<file path="src/rtl/ht_out_fifo_reader_if.sv">
// Valid/ready stream carrying time-aligned I/Q pairs out of the Hilbert output FIFO.
// The master drives the head pair and valid; the slave drives ready.
interface ht_out_fifo_reader_if #(
    parameter int unsigned DW = 16
);
    logic [DW-1:0] out_i;
    logic [DW-1:0] out_q;
    logic          out_valid;
    logic          out_ready;

    modport master (
        output out_i,
        output out_q,
        output out_valid,
        input  out_ready
    );

    modport slave (
        input  out_i,
        input  out_q,
        input  out_valid,
        output out_ready
    );
endinterface

</file>
<file path="src/rtl/ht_out_fifo_reader.sv">
// Aligns raw samples with Hilbert filter output by the filter group delay and buffers
// the resulting I/Q pairs in a first-word-fall-through FIFO drained over valid/ready.
module ht_out_fifo_reader #(
    parameter int unsigned DW    = 16,
    parameter int unsigned DEPTH = 16,
    parameter int unsigned GD    = 15
) (
    input  logic                     clk,
    input  logic                     rst_cnt,
    input  logic [DW-1:0]            x_in,
    input  logic [DW-1:0]            q_in,
    input  logic                     in_valid,
    ht_out_fifo_reader_if.master     dout,
    output logic [$clog2(DEPTH):0]   count,
    output logic                     overflow,
    input  logic                     clr_ovf
);

    localparam int unsigned AW  = $clog2(DEPTH);
    localparam int unsigned CW  = AW + 1;
    localparam int unsigned PCW = $clog2(GD + 1);

    localparam logic [CW-1:0]  DEPTH_C = CW'(DEPTH);
    localparam logic [PCW-1:0] GD_C    = PCW'(GD);

    logic [DW-1:0]   dly [GD];
    logic [PCW-1:0]  pc;
    logic [AW-1:0]   wr_ptr;
    logic [AW-1:0]   rd_ptr;
    logic [2*DW-1:0] mem [DEPTH];
    logic [2*DW-1:0] head;

    logic xd_unused;
    logic [DW-1:0] xd;
    logic primed;
    logic push_req;
    logic pop;
    logic full;
    logic push;
    logic drop;

    assign xd        = dly[GD-1];
    assign xd_unused = 1'b0;
    assign primed    = (pc == GD_C);
    assign push_req  = in_valid & primed;
    assign pop       = dout.out_valid & dout.out_ready;
    assign full      = (count == DEPTH_C);
    // A pop in the same cycle frees the slot the push needs when full.
    assign push      = push_req & (~full | pop);
    assign drop      = push_req & full & ~pop;

    always_ff @(posedge clk or negedge rst_cnt) begin
        if (!rst_cnt) begin
            pc       <= '0;
            wr_ptr   <= '0;
            rd_ptr   <= '0;
            count    <= '0;
            overflow <= 1'b0;
            for (int k = 0; k < int'(GD); k++) begin
                dly[k] <= '0;
            end
        end else begin
            if (in_valid) begin
                dly[0] <= x_in;
                for (int k = 1; k < int'(GD); k++) begin
                    dly[k] <= dly[k-1];
                end
                if (!primed) begin
                    pc <= pc + PCW'(1);
                end
            end

            if (push) begin
                wr_ptr <= wr_ptr + AW'(1);
            end
            if (pop) begin
                rd_ptr <= rd_ptr + AW'(1);
            end

            case ({push, pop})
                2'b10:   count <= count + CW'(1);
                2'b01:   count <= count - CW'(1);
                default: count <= count;
            endcase

            // Set has priority over a coincident clear.
            if (drop) begin
                overflow <= 1'b1;
            end else if (clr_ovf) begin
                overflow <= 1'b0;
            end
        end
    end

    // Storage needs no reset; out_valid gates the read data.
    always_ff @(posedge clk) begin
        if (push) begin
            mem[wr_ptr] <= {xd, q_in};
        end
    end

    always_comb begin
        head           = mem[rd_ptr];
        dout.out_valid = (count != '0);
        dout.out_i     = '0;
        dout.out_q     = '0;
        if (dout.out_valid) begin
            dout.out_i = head[2*DW-1:DW];
            dout.out_q = head[DW-1:0];
        end
    end

endmodule

</file>
<file path="src/flat_wrapper.sv">
// flat-port wrapper written by rule: the top's interface ports become plain ports
module ht_out_fifo_reader_flat 
#(
    parameter int unsigned DW    = 16,
    parameter int unsigned DEPTH = 16,
    parameter int unsigned GD    = 15
)
  (clk, rst_cnt, x_in, q_in, in_valid, count, overflow, clr_ovf, dout_out_i, dout_out_q, dout_out_valid, dout_out_ready);
  ht_out_fifo_reader_if #(.DW(DW)) dout_i ();
  input  logic clk;
  input  logic rst_cnt;
  input  logic [DW-1:0] x_in;
  input  logic [DW-1:0] q_in;
  input  logic in_valid;
  output logic [$clog2(DEPTH):0] count;
  output logic overflow;
  input  logic clr_ovf;
  output wire logic [$bits(dout_i.out_i)-1:0] dout_out_i;
  output wire logic [$bits(dout_i.out_q)-1:0] dout_out_q;
  output wire logic [$bits(dout_i.out_valid)-1:0] dout_out_valid;
  input wire logic [$bits(dout_i.out_ready)-1:0] dout_out_ready;
  assign dout_out_i = dout_i.out_i;
  assign dout_out_q = dout_i.out_q;
  assign dout_out_valid = dout_i.out_valid;
  assign dout_i.out_ready = dout_out_ready;
  ht_out_fifo_reader #(.DW(DW), .DEPTH(DEPTH), .GD(GD)) u_core (.clk(clk), .rst_cnt(rst_cnt), .x_in(x_in), .q_in(q_in), .in_valid(in_valid), .dout(dout_i), .count(count), .overflow(overflow), .clr_ovf(clr_ovf));
endmodule
</file>
<file path="config.mk">
export PLATFORM = sky130hd
export DESIGN_NAME = ht_out_fifo_reader_flat
export DESIGN_NICKNAME = d
export VERILOG_FILES = /design/src/rtl/ht_out_fifo_reader_if.sv /design/src/rtl/ht_out_fifo_reader.sv /design/src/flat_wrapper.sv
export SDC_FILE = /design/constraint.sdc
export NUM_CORES = 1
export LEC_CHECK = 0
export CORE_MARGIN = 1
export CORE_UTILIZATION = 50
export CTS_BUF_LIST = sky130_fd_sc_hd__clkbuf_4
export DETAILED_ROUTE_END_ITERATION = 16
export PLACE_DENSITY = 0.79
export SLEW_MARGIN = 40
export SYNTH_ARGS = -nofsm -noshare
export SYNTH_HDL_FRONTEND = slang
export SYNTH_SLANG_ARGS = --single-unit
export TNS_END_PERCENT = 5
</file>
<file path="constraint.sdc">
create_clock -name clk -period 5.25 [get_ports clk]
set_clock_uncertainty 0.2 [all_clocks]
set_input_delay 0.7875 -clock clk [delete_from_list [all_inputs] [get_ports clk]]
set_output_delay 0.7875 -clock clk [all_outputs]
set_load 0.005 [all_outputs]
</file>
Yosys cells after proc, flatten, opt, wreduce, memory -nomap -nowiden
Memory sizes are Yosys's and may differ from the RTL's.
Index checks and enable logic that the tools add are counted.

storage, ports and cells
  output and inout port bits = 39
  input port bits = 37
  RAM bits = 512
  bits in read-only memories = 0
  bits in latches = 0
  memories kept = 1
  register bits after elaboration = 258
  word-level logic and storage cells = 50

memories
  memory      depth  bits a word  read ports  clocked after Yosys merged registers in  wr ports  line                      text
  u_core.mem  16     32           1           0                                        1         ht_out_fifo_reader.sv:30  logic [2*DW-1:0] mem [DEPTH];

operators by class
  shift-type cells = 0
  bitwise gates (word level) = 9
  equality and inequality tests = 4
  $lt $le $gt $ge = 0
  reductions and logical operators = 4
  div/mod/pow operators = 0
  add/subtract/negate cells = 5
  mux-type cells = 7
  multiply operators = 0

operators with widths
  operator             number
  $mux 16              2
  $add 4x1->4 const B  3
  $pmux 5 s2           1
  $add 5x1->5 const B  1
  $and 1x1->1          5
  $eq 5x5->1 const B   1
  $reduce_bool 5->1    1
  $sub 5x1->5 const B  1
  $eq 4x4->1 const B   1
  $mux 1               4
  $reduce_bool 2->1    2
  $not 1->1            3
  $eq 2x1->1 const B   1
  $eq 2x2->1 const B   1
  $reduce_and 2->1     1
  $or 1x1->1           1

Longest topological paths before layout
Gate-level depths: netlist of run 1.

  word-level depth = 6
  depth in mapped cells = 13

Least setup slack after synthesis of run 1
Ideal clock, no wire load.

  kind = input port to flip-flop
  start = in in_valid
  end = mem u_core.mem[1][0] (netlist bit) (enable)
  required time = 4.548 ns
  path buffers = 0
  arrival = 4.452 ns
  stages = 4
  slack = 0.096 ns
  cells stage by stage = nand4_1 a31oi_2 inv_2 nor4_1

on the way
  word-level cells in the longest chain between the ends = 4

RTL lines
  what                          line                      text
  from (decl)                   flat_wrapper.sv:14        input logic in_valid;
  $and 1x1->1                   ht_out_fifo_reader.sv:45  assign push_req = in_valid & primed;
  $and 1x1->1                   ht_out_fifo_reader.sv:49  assign push = push_req & (~full | pop);
  $mux 1                        ht_out_fifo_reader.sv:97  if (push) begin
  $mux 1 (not written as such)  ht_out_fifo_reader.sv:98  mem[wr_ptr] <= {xd, q_in};
  to (decl)                     ht_out_fifo_reader.sv:30

Every way passes these cells.

Worst setup path in the final report of run 1
  start = reg u_core.rd_ptr[2]
  end = out dout_out_i[3]

on the way
  word-level cells in the longest chain between the ends = 2

RTL lines
  what                    line                       text
  from (decl)             ht_out_fifo_reader.sv:29   logic [AW-1:0] rd_ptr;
  from (signal assigned)  ht_out_fifo_reader.sv:77   rd_ptr <= rd_ptr + AW'(1);
  $mem_v2 16x32           --
  $mux 16                 ht_out_fifo_reader.sv:107  if (dout.out_valid) begin
  to (decl)               flat_wrapper.sv:18         output wire logic [$bits(dout_i.out_i)-1:0] dout_out_i;

Every way passes these cells.

==> results of run 1 <==
-- flip-flops by register name, summed over array words and instances, names as in the netlist --
register and cells:
u_core.mem 512, u_core.dly 224, u_core.xd 16, u_core.count 5
u_core.pc 4, u_core.rd_ptr 4, u_core.wr_ptr 4, u_core.overflow 1
-- layout make-up --
| class | count | area, sq um |
|---|---|---|
| Clock inverter | 39 | 235 |
| Multi-Input combinational cell | 583 | 7150 |
| Timing Repair Buffer | 121 | 1270 |
| Sequential cell | 770 | 21800 |
| Clock buffer | 285 | 2140 |
| Inverter | 12 | 45.0 |
| Tap cell | 765 | 957 |
| Fill cell | 4157 | 24200 |
| Antenna cell | 3 | 7.51 |
-- cell usage in the layout (no fill, tap or decap), types with 3 or more instances in the layout --
master                            count
sky130_fd_sc_hd__a22oi_1             32
sky130_fd_sc_hd__xnor2_1              8
sky130_fd_sc_hd__clkinv_1            26
sky130_fd_sc_hd__clkbuf_4           285
sky130_fd_sc_hd__xor2_1               5
sky130_fd_sc_hd__a21oi_1              4
sky130_fd_sc_hd__and2_1               4
sky130_fd_sc_hd__nor2_1               3
sky130_fd_sc_hd__ha_1                 9
sky130_fd_sc_hd__inv_6                3
sky130_fd_sc_hd__nor4_2               4
sky130_fd_sc_hd__inv_2                4
sky130_fd_sc_hd__mux4_2             128
sky130_fd_sc_hd__dfrtp_1            256
sky130_fd_sc_hd__diode_2              3
sky130_fd_sc_hd__nand4_1              3
sky130_fd_sc_hd__buf_12               9
sky130_fd_sc_hd__nand2_1             72
sky130_fd_sc_hd__buf_4               31
sky130_fd_sc_hd__clkdlybuf4s50_1     73
sky130_fd_sc_hd__nor3_2               3
sky130_fd_sc_hd__nor2_4               4
sky130_fd_sc_hd__mux2_2             274
sky130_fd_sc_hd__edfxtp_1           512
sky130_fd_sc_hd__nand3_1              7
sky130_fd_sc_hd__inv_1               11
sky130_fd_sc_hd__dlygate4sd3_1        3
-- power by group --
group / switching, mW / internal (mW)
sequential: 0.892 / 7.63
clock: 2.26 / 2.56
combinational: 1.89 / 2.45
-- path summary, 6_finish.rpt --
path                                                   start                           to  slack (ns)  cells after the start
max in group asynchronous                            rst_cnt   u_core.dly[72]$_DFFE_PN0P_        3.72                      4
worst min register to register    u_core.dly[35]$_DFFE_PN0P_   u_core.dly[19]$_DFFE_PN0P_        0.27                      1
worst max register to register   u_core.count[1]$_DFFE_PN0P_  u_core.count[4]$_DFFE_PN0P_        1.48                     11
min in group clk                                     x_in[4]  u_core.dly[228]$_DFFE_PN0P_        0.21                      2
worst max-delay path            u_core.rd_ptr[2]$_DFFE_PN0P_                dout_out_i[3]        0.27                      6
worst min-delay path                                 rst_cnt   u_core.dly[88]$_DFFE_PN0P_        0.20                      3
-- cell families (layout without fill, tap and decap cells) --
family	count (synthesis)	after routing	synth area share [%]
compound gates	49	49	1.19
xor+xnor	13	13	0.389
fa+ha+maj	9	9	0.384
buf+inv	85	457	1.42
flops	770	770	74.5
mux	403	403	20.4
simple gates	109	109	1.68
other cells	0	3	0
-- worst max-delay path, stage by stage, from the launching register on --
cell and delay, ns:
sky130_fd_sc_hd__dfrtp_1 0.74, sky130_fd_sc_hd__nand2_1 0.18, sky130_fd_sc_hd__a21oi_2 0.58, sky130_fd_sc_hd__buf_4 0.52, sky130_fd_sc_hd__a22oi_1 0.13, sky130_fd_sc_hd__nand2_1 0.26
sky130_fd_sc_hd__clkdlybuf4s50_1 0.56
-- through the flow --
step | setup WS, ns | hold WS, ns
after floorplan | 0.0962 | 0.273
after global placement | 1.29 | 0.285
after detailed placement | 1.17 | 0.286
after CTS | 0.129 | 0.0761
after global routing | 0.0338 | 0.134
final | 0.270 | 0.205
-- metal layers --
metal,vias up,routed length (um),global-route usage (%)
met2,579,30500,34.0
met5,-,0,0
met1,7467,22000,24.6
li1,6274,-,-
met3,81,4170,4.59
met4,0,1060,8.22
-- repair_timing --
| action | in CTS | in global routing |
|---|---|---|
| endpoints found under the hold margin | 137 | 0 |
| hold buffers | 3 | 0 |
| resized for setup | 0 | 0 |
==> tab_implementation.tex, run 1 <==
\begin{tabular}{lr}
\hline
Metric & Value \\
\hline
\multicolumn{2}{l}{\textbf{Status}} \\
\quad Result of the run & complete, no violations \\
\multicolumn{2}{l}{\textbf{Die}} \\
\quad I/O pin count & 76 \\
\quad Core Box Area & 57,800 sq um \\
\quad Effective utilization at floorplan & 50.7\% \\
\quad Full die area & 59,600 sq um \\
\quad Die span in x & 244 um \\
\quad Chip height & 244 um \\
\quad Row count & 88 \\
\multicolumn{2}{l}{\textbf{STA}} \\
\quad Number of endpoints failing setup at the final stage & 0 \\
\quad Share of the cycle needed by the critical path after routing & 94.9\% \\
\quad Slew headroom & 48.9\% \\
\quad Total negative setup slack & 0 ns \\
\quad Number of pins with negative max-slew slack in the final report & 0 \\
\quad Slew @ Worst Pin & 0.765 ns \\
\quad Shortest clock period the worst path allows after layout & 4.98 ns \\
\quad Setup repair after global routing missed its margin & no \\
\quad Achievable clock frequency & 201 MHz \\
\quad Final Hold Fails & 0 \\
\multicolumn{2}{l}{\textbf{Final layout}} \\
\quad Fraction of the core area covered by cells at the end of the flow & 58.2\% \\
\quad NumNets Final & 1,720 \\
\quad Final Instance Count excl. Fillers & 2,578 \\
\quad Final Instance Area & 33,600 sq um \\
\quad Synthesis-to-layout area growth & 14.8\% \\
\quad Share of final-layout standard cells stronger than drive strength 1 & 42.3\% \\
\multicolumn{2}{l}{\textbf{Clocking}} \\
\quad H-Tree Level Count & 4 \\
\quad Post-CTS setup buffers & 0 \\
\quad Cts bufs inserted & 186 \\
\quad Sinks on the clock net & 770 \\
\quad Buffer cell driving the clock tree root & sky130\_fd\_sc\_hd\_\_clkbuf\_4 \\
\quad Clock transition at path regs & 0.07 ns \\
\quad CTS tree & done \\
\quad Clk buf depth & 3 \\
\quad Clock insertion delay at the later pin of the skew report & 1.01 ns \\
\multicolumn{2}{l}{\textbf{GRT}} \\
\quad Overflow left after global routing & 0 \\
\quad Global-route usage over all layers & 20.0\% \\
\quad Wire length of the first global-routing pass & 88,400 um \\
\quad Via count of the first global-routing pass & 15,400 \\
\quad Initial antenna violation count & 2 \\
\quad Maximum number of pins on one net before global-route repair & 87 \\
\multicolumn{2}{l}{\textbf{Critical path}} \\
\quad Type of origin of the critical path & flip-flop \\
\quad Type of the setup path with the least slack & flip-flop to output port \\
\quad Kind of end point of the critical path & output port \\
\quad Required time at the endpoint of the critical path & 4.26 ns \\
\quad Largest fanout of any net on the critical path & 24 \\
\quad Arrival time at the worst endpoint & 3.99 ns \\
\multicolumn{2}{l}{\textbf{Logic synthesis}} \\
\quad Number of enable flip-flop cells after synthesis & 512 \\
\quad Most common flop cell mapped by yosys & sky130\_fd\_sc\_hd\_\_edfxtp\_1 \\
\quad Most used standard cell by instance count after synthesis & sky130\_fd\_sc\_hd\_\_edfxtp\_1 \\
\quad Cell area after synthesis & 29,300 sq um \\
\quad Leading area contributor after synthesis & sky130\_fd\_sc\_hd\_\_edfxtp\_1 \\
\quad Gate count of the mapped netlist & 1,438 \\
\quad Most frequent cells after synthesis & sky130\_fd\_sc\_hd\_\_edfxtp\_1 (512), sky130\_fd\_sc\_hd\_\_mux2\_2 (274), sky130\_fd\_sc\_hd\_\_dfrtp\_1 (258) \\
\quad Synthesized Nets & 1,484 \\
\quad Post-synthesis register bit count & 770 \\
\quad Top-area cell type share of the netlist area & 52.5\% \\
\quad Number of distinct library cells after synthesis & 40 \\
\quad Sequential share of the synthesized area & 74.5\% \\
\quad FFs w/ async S/R, synth & 33.5\% \\
\quad Avg Inst Size Synth & 20.4 sq um \\
\quad Ys Warns & 0 \\
\quad Synth area leaders & sky130\_fd\_sc\_hd\_\_edfxtp\_1 (52\%), sky130\_fd\_sc\_hd\_\_dfrtp\_1 (22\%), sky130\_fd\_sc\_hd\_\_mux2\_2 (11\%) \\
\multicolumn{2}{l}{\textbf{Detailed routing}} \\
\quad DRC Markers & 0 \\
\quad First-iteration detailed-routing DRC count & 1,202 \\
\quad Count of TritonRoute iterations in the first routing pass & 6 \\
\quad Remaining antenna violation count after routing & 0 \\
\quad Wirelength per Cell & 22.4 um \\
\quad Via count & 14,400 \\
\quad Routed via count divided by cell count & 5.59 \\
\quad Total length of routed wires & 57,700 um \\
\multicolumn{2}{l}{\textbf{Power}} \\
\quad Final Power & 17.7 mW \\
\quad Worst IR Drop VDD & 339 uV \\
\quad Pwr Density & 525 nW/um\^{}2 \\
\quad Pleak & 12.1 nW \\
\multicolumn{2}{l}{\textbf{Run}} \\
\quad \# Max-Cap Violations & 0 \\
\multicolumn{2}{l}{\textbf{Min path}} \\
\quad Worst min-delay path class & primary input to asynchronous set/reset pin \\
\multicolumn{2}{l}{\textbf{Placement}} \\
\quad Final Wtd Congestion & 0.766 \\
\quad Post-place instance area & 31,200 sq um \\
\quad Port buffer count & 75 \\
\quad Total half-perimeter wirelength after legalization and detailed placement & 32,000 um \\
\quad Total placed cells including tap cells & 2,248 \\
\hline
\end{tabular}
Power figures use the tool's default switching activity.
==> run 2, diff against run 1 <==
--- a/config.mk
+++ b/config.mk
@@ -9,6 +9,7 @@
 export CORE_UTILIZATION = 50
 export CTS_BUF_LIST = sky130_fd_sc_hd__clkbuf_4
 export DETAILED_ROUTE_END_ITERATION = 16
+export GPL_ROUTABILITY_DRIVEN = 0
 export PLACE_DENSITY = 0.79
 export SLEW_MARGIN = 40
 export SYNTH_ARGS = -nofsm -noshare
==> results of run 2 <==
The final DEF is identical to that of run 1; final timing and power are the same.
==> run 3, diff against run 2 <==
--- a/config.mk
+++ b/config.mk
@@ -10,6 +10,7 @@
 export CTS_BUF_LIST = sky130_fd_sc_hd__clkbuf_4
 export DETAILED_ROUTE_END_ITERATION = 16
 export GPL_ROUTABILITY_DRIVEN = 0
+export MAX_ROUTING_LAYER = met4
 export PLACE_DENSITY = 0.79
 export SLEW_MARGIN = 40
 export SYNTH_ARGS = -nofsm -noshare
==> tab_implementation.tex, run 3 (synthesized netlist as in run 1, its figures left out) <==
\begin{tabular}{lr}
\hline
Metric & Value \\
\hline
\multicolumn{2}{l}{\textbf{Detailed routing}} \\
\quad Count of TritonRoute iterations in the first routing pass & 6 (unchanged) \\
\quad Via count & 14,400 (+0.18\%) \\
\quad Routed via count divided by cell count & 5.59 (+0.14\%) \\
\quad Remaining antenna violation count after routing & 0 (unchanged) \\
\quad Total length of routed wires & 57,600 um (about the same) \\
\quad Wirelength per Cell & 22.3 um (-0.12\%) \\
\quad DRC Markers & 0 (unchanged) \\
\quad First-iteration detailed-routing DRC count & 1,259 (+4.7\%) \\
\multicolumn{2}{l}{\textbf{Final layout}} \\
\quad Most common library cell in the layout ignoring fill and taps & sky130\_fd\_sc\_hd\_\_edfxtp\_1 \\
\quad NumNets Final & 1,720 (unchanged) \\
\quad Fillers & 4,152 (-0.12\%) \\
\quad Final Instance Count excl. Fillers & 2,579 (+0.039\%) \\
\quad Synthesis-to-layout area growth & 14.8\% (about the same) \\
\quad Area of the multi-input gates & 7150 sq um (unchanged) \\
\quad Max reg flops & 512 (unchanged) \\
\quad Commonest cells after routing, fill and taps aside & sky130\_fd\_sc\_hd\_\_edfxtp\_1 (512), sky130\_fd\_sc\_hd\_\_clkbuf\_4 (285), sky130\_fd\_sc\_hd\_\_mux2\_2 (274) \\
\quad FF/Latch Area & 21,800 sq um (unchanged) \\
\quad Share of final-layout standard cells stronger than drive strength 1 & 42.3\% (unchanged) \\
\quad Register with the highest flop count & u\_core.mem \\
\multicolumn{2}{l}{\textbf{Clocking}} \\
\quad Cts bufs inserted & 186 (unchanged) \\
\quad H-Tree Level Count & 4 (unchanged) \\
\quad CTS tree & done \\
\quad Buffer cell driving the clock tree root & sky130\_fd\_sc\_hd\_\_clkbuf\_4 \\
\quad Clock insertion delay at the later pin of the skew report & 1.04 ns (+0.03 ns) \\
\quad Clock transition at path regs & 0.07 ns (about the same) \\
\quad Sinks on the clock net & 770 (unchanged) \\
\quad CTS-repair resized insts & 0 (unchanged) \\
\quad Clk buf depth & 3 (unchanged) \\
\multicolumn{2}{l}{\textbf{Critical path}} \\
\quad Required time at the endpoint of the critical path & 4.26 ns (about the same) \\
\quad Type of origin of the critical path & flip-flop \\
\quad Largest fanout of any net on the critical path & 24 (unchanged) \\
\quad Critical Path Source & u\_core.rd\_ptr[2]\$\_DFFE\_PN0P\_ \\
\quad Critical-path cell with the highest stage delay & sky130\_fd\_sc\_hd\_\_dfrtp\_1 \\
\quad Critical Path Sink & dout\_out\_i[3] \\
\quad Type of the setup path with the least slack & flip-flop to output port \\
\quad Critical path's most frequent cell & sky130\_fd\_sc\_hd\_\_nand2\_1 \\
\quad Arrival time at the worst endpoint & 4.05 ns (+0.06 ns) \\
\quad R2r endpoint & u\_core.count[4]\$\_DFFE\_PN0P\_ \\
\quad Cells along the critical path & nand2\_1 -> a21oi\_2 -> buf\_4 -> a22oi\_1 -> nand2\_1 -> clkdlybuf4s50\_1 \\
\quad Kind of end point of the critical path & output port \\
\quad Number of cells on the worst reg-to-reg path & 11 (unchanged) \\
\quad Register-to-register path setup slack & 1.50 ns (+0.02 ns) \\
\quad R2R Path Start & u\_core.count[1]\$\_DFFE\_PN0P\_ \\
\quad Largest stage delay on the critical path & 0.76 ns (+0.02 ns) \\
\multicolumn{2}{l}{\textbf{Placement}} \\
\quad Total placed cells including tap cells & 2,248 (unchanged) \\
\quad Port buffer count & 75 (unchanged) \\
\quad Total half-perimeter wirelength after legalization and detailed placement & 32,000 um (unchanged) \\
\multicolumn{2}{l}{\textbf{STA}} \\
\quad Number of pins with negative max-slew slack in the final report & 0 (unchanged) \\
\quad Number of endpoints failing setup at the final stage & 0 (unchanged) \\
\quad Slew headroom & 48.7\% (-0.20 points) \\
\quad Setup repair after global routing missed its margin & no \\
\quad Total negative setup slack & 0 ns (unchanged) \\
\quad Final Hold Fails & 0 (unchanged) \\
\quad Achievable clock frequency & 199 MHz (-1.1\%) \\
\quad Share of the cycle needed by the critical path after routing & 95.9\% (+1.0 points) \\
\quad Slew @ Worst Pin & 0.768 ns (+0.00306 ns) \\
\quad Shortest clock period the worst path allows after layout & 5.03 ns (+0.0533 ns) \\
\multicolumn{2}{l}{\textbf{Power}} \\
\quad Worst IR Drop VDD & 343 uV (+1.2\%) \\
\quad Pleak & 12.1 nW (unchanged) \\
\quad Pwr Density & 526 nW/um\^{}2 (about the same) \\
\multicolumn{2}{l}{\textbf{GRT}} \\
\quad Initial antenna violation count & 2 (unchanged) \\
\quad Global-route usage over all layers & 20.6\% (+0.63 points) \\
\quad Maximum number of pins on one net before global-route repair & 87 (unchanged) \\
\quad Wire length of the first global-routing pass & 88,400 um (about the same) \\
\quad Overflow left after global routing & 0 (unchanged) \\
\quad Via count of the first global-routing pass & 15,400 (+0.046\%) \\
\multicolumn{2}{l}{\textbf{Status}} \\
\quad Result of the run & complete, no violations \\
\multicolumn{2}{l}{\textbf{Die}} \\
\quad Chip height & 244 um (unchanged) \\
\quad Die span in x & 244 um (unchanged) \\
\quad Full die area & 59,600 sq um (unchanged) \\
\quad Effective utilization at floorplan & 50.7\% (unchanged) \\
\quad Core Box Area & 57,800 sq um (unchanged) \\
\quad I/O pin count & 76 (unchanged) \\
\quad Row count & 88 (unchanged) \\
\multicolumn{2}{l}{\textbf{Run}} \\
\quad \# Max-Cap Violations & 0 (unchanged) \\
\multicolumn{2}{l}{\textbf{Min path}} \\
\quad Worst min-delay path class & primary input to asynchronous set/reset pin \\
\hline
\end{tabular}
==> run 3: cell count changes in the layout (fill, tap and decap cells not counted), sizes merged <==
cell,delta
diode,+1
==> run 3: timing repair <==
action	in CTS	in global routing
hold endpoints to repair	137	0
buffers inserted	0	0
hold buffers	3	0
==> run 3: worst min-delay path by stage <==
stage / start / to / slack, ns / depth (start not counted)
2_1_floorplan: u_core.pc[0]$_DFFE_PN0P_ / u_core.pc[0]$_DFFE_PN0P_ / 0.27 / 1
3_3_place_gp: u_core.dly[129]$_DFFE_PN0P_ / u_core.dly[113]$_DFFE_PN0P_ / 0.29 / 1
3_5_place_dp: u_core.dly[115]$_DFFE_PN0P_ / u_core.dly[99]$_DFFE_PN0P_ / 0.29 / 1
4_1_cts: x_in[4] / u_core.dly[228]$_DFFE_PN0P_ / 0.08 / 2
5_1_grt: x_in[2] / u_core.dly[226]$_DFFE_PN0P_ / 0.13 / 2
6_report: rst_cnt / u_core.dly[88]$_DFFE_PN0P_ / 0.17 / 3
==> run 3: worst max-delay path: cells and delay by family, from the launching register on <==
family / cells / cell delay [ns]
buffers and inverters: 2 / 1.08
flip-flops: 1 / 0.76
AO/OA/AOI/OAI: 2 / 0.71
AND/OR/NAND/NOR: 2 / 0.43
==> run 3: final cells by class <==
| type | count | area share, % |
|---|---|---|
| Sequential cell | 770 | 64.9 |
| Multi-Input combinational cell | 583 | 21.2 |
| Clock buffer | 285 | 6.36 |
| Timing Repair Buffer | 121 | 3.77 |
| Tap cell | 765 | 2.85 |
| Clock inverter | 39 | 0.699 |
| Inverter | 12 | 0.134 |
| Antenna cell | 4 | 0.0298 |
==> run 3: stage by stage <==
| step | instance area, sq um | power, mW | setup slack [ns] | util (%) | hold slack, ns |
|---|---|---|---|---|---|
| 2_1_floorplan | 29300 | 11.2 | 0.0962 | - | 0.273 |
| 3_3_place_gp | 31200 | 12.8 | 1.29 | 53.9 | 0.285 |
| 3_5_place_dp | 31200 | 13.0 | 1.17 | 54.0 | 0.286 |
| 4_1_cts | 33600 | 17.9 | 0.129 | 58.2 | 0.0761 |
| 5_1_grt | 33600 | 18.6 | 0.0267 | 58.2 | 0.129 |
| 6_report | 33600 | 17.7 | 0.217 | 58.2 | 0.167 |
==> run 3: per-layer routing <==
metal | global-route usage (%) | wire (um) | share of wire [%]
met5 | - | 0 | 0
met2 | 34.1 | 30500 | 53
met4 | 8.22 | 1050 | 1.8
met3 | 4.55 | 4220 | 7.3
met1 | 24.6 | 21900 | 38
==> run 3: power by group <==
part / switching, mW / leakage, nW / total, mW / internal (mW)
clock: 2.26 / 1.42 / 4.83 / 2.56
combinational: 1.89 / 3.03 / 4.34 / 2.45
sequential: 0.892 / 7.69 / 8.52 / 7.63
total: 5.05 / 12.1 / 17.7 / 12.6
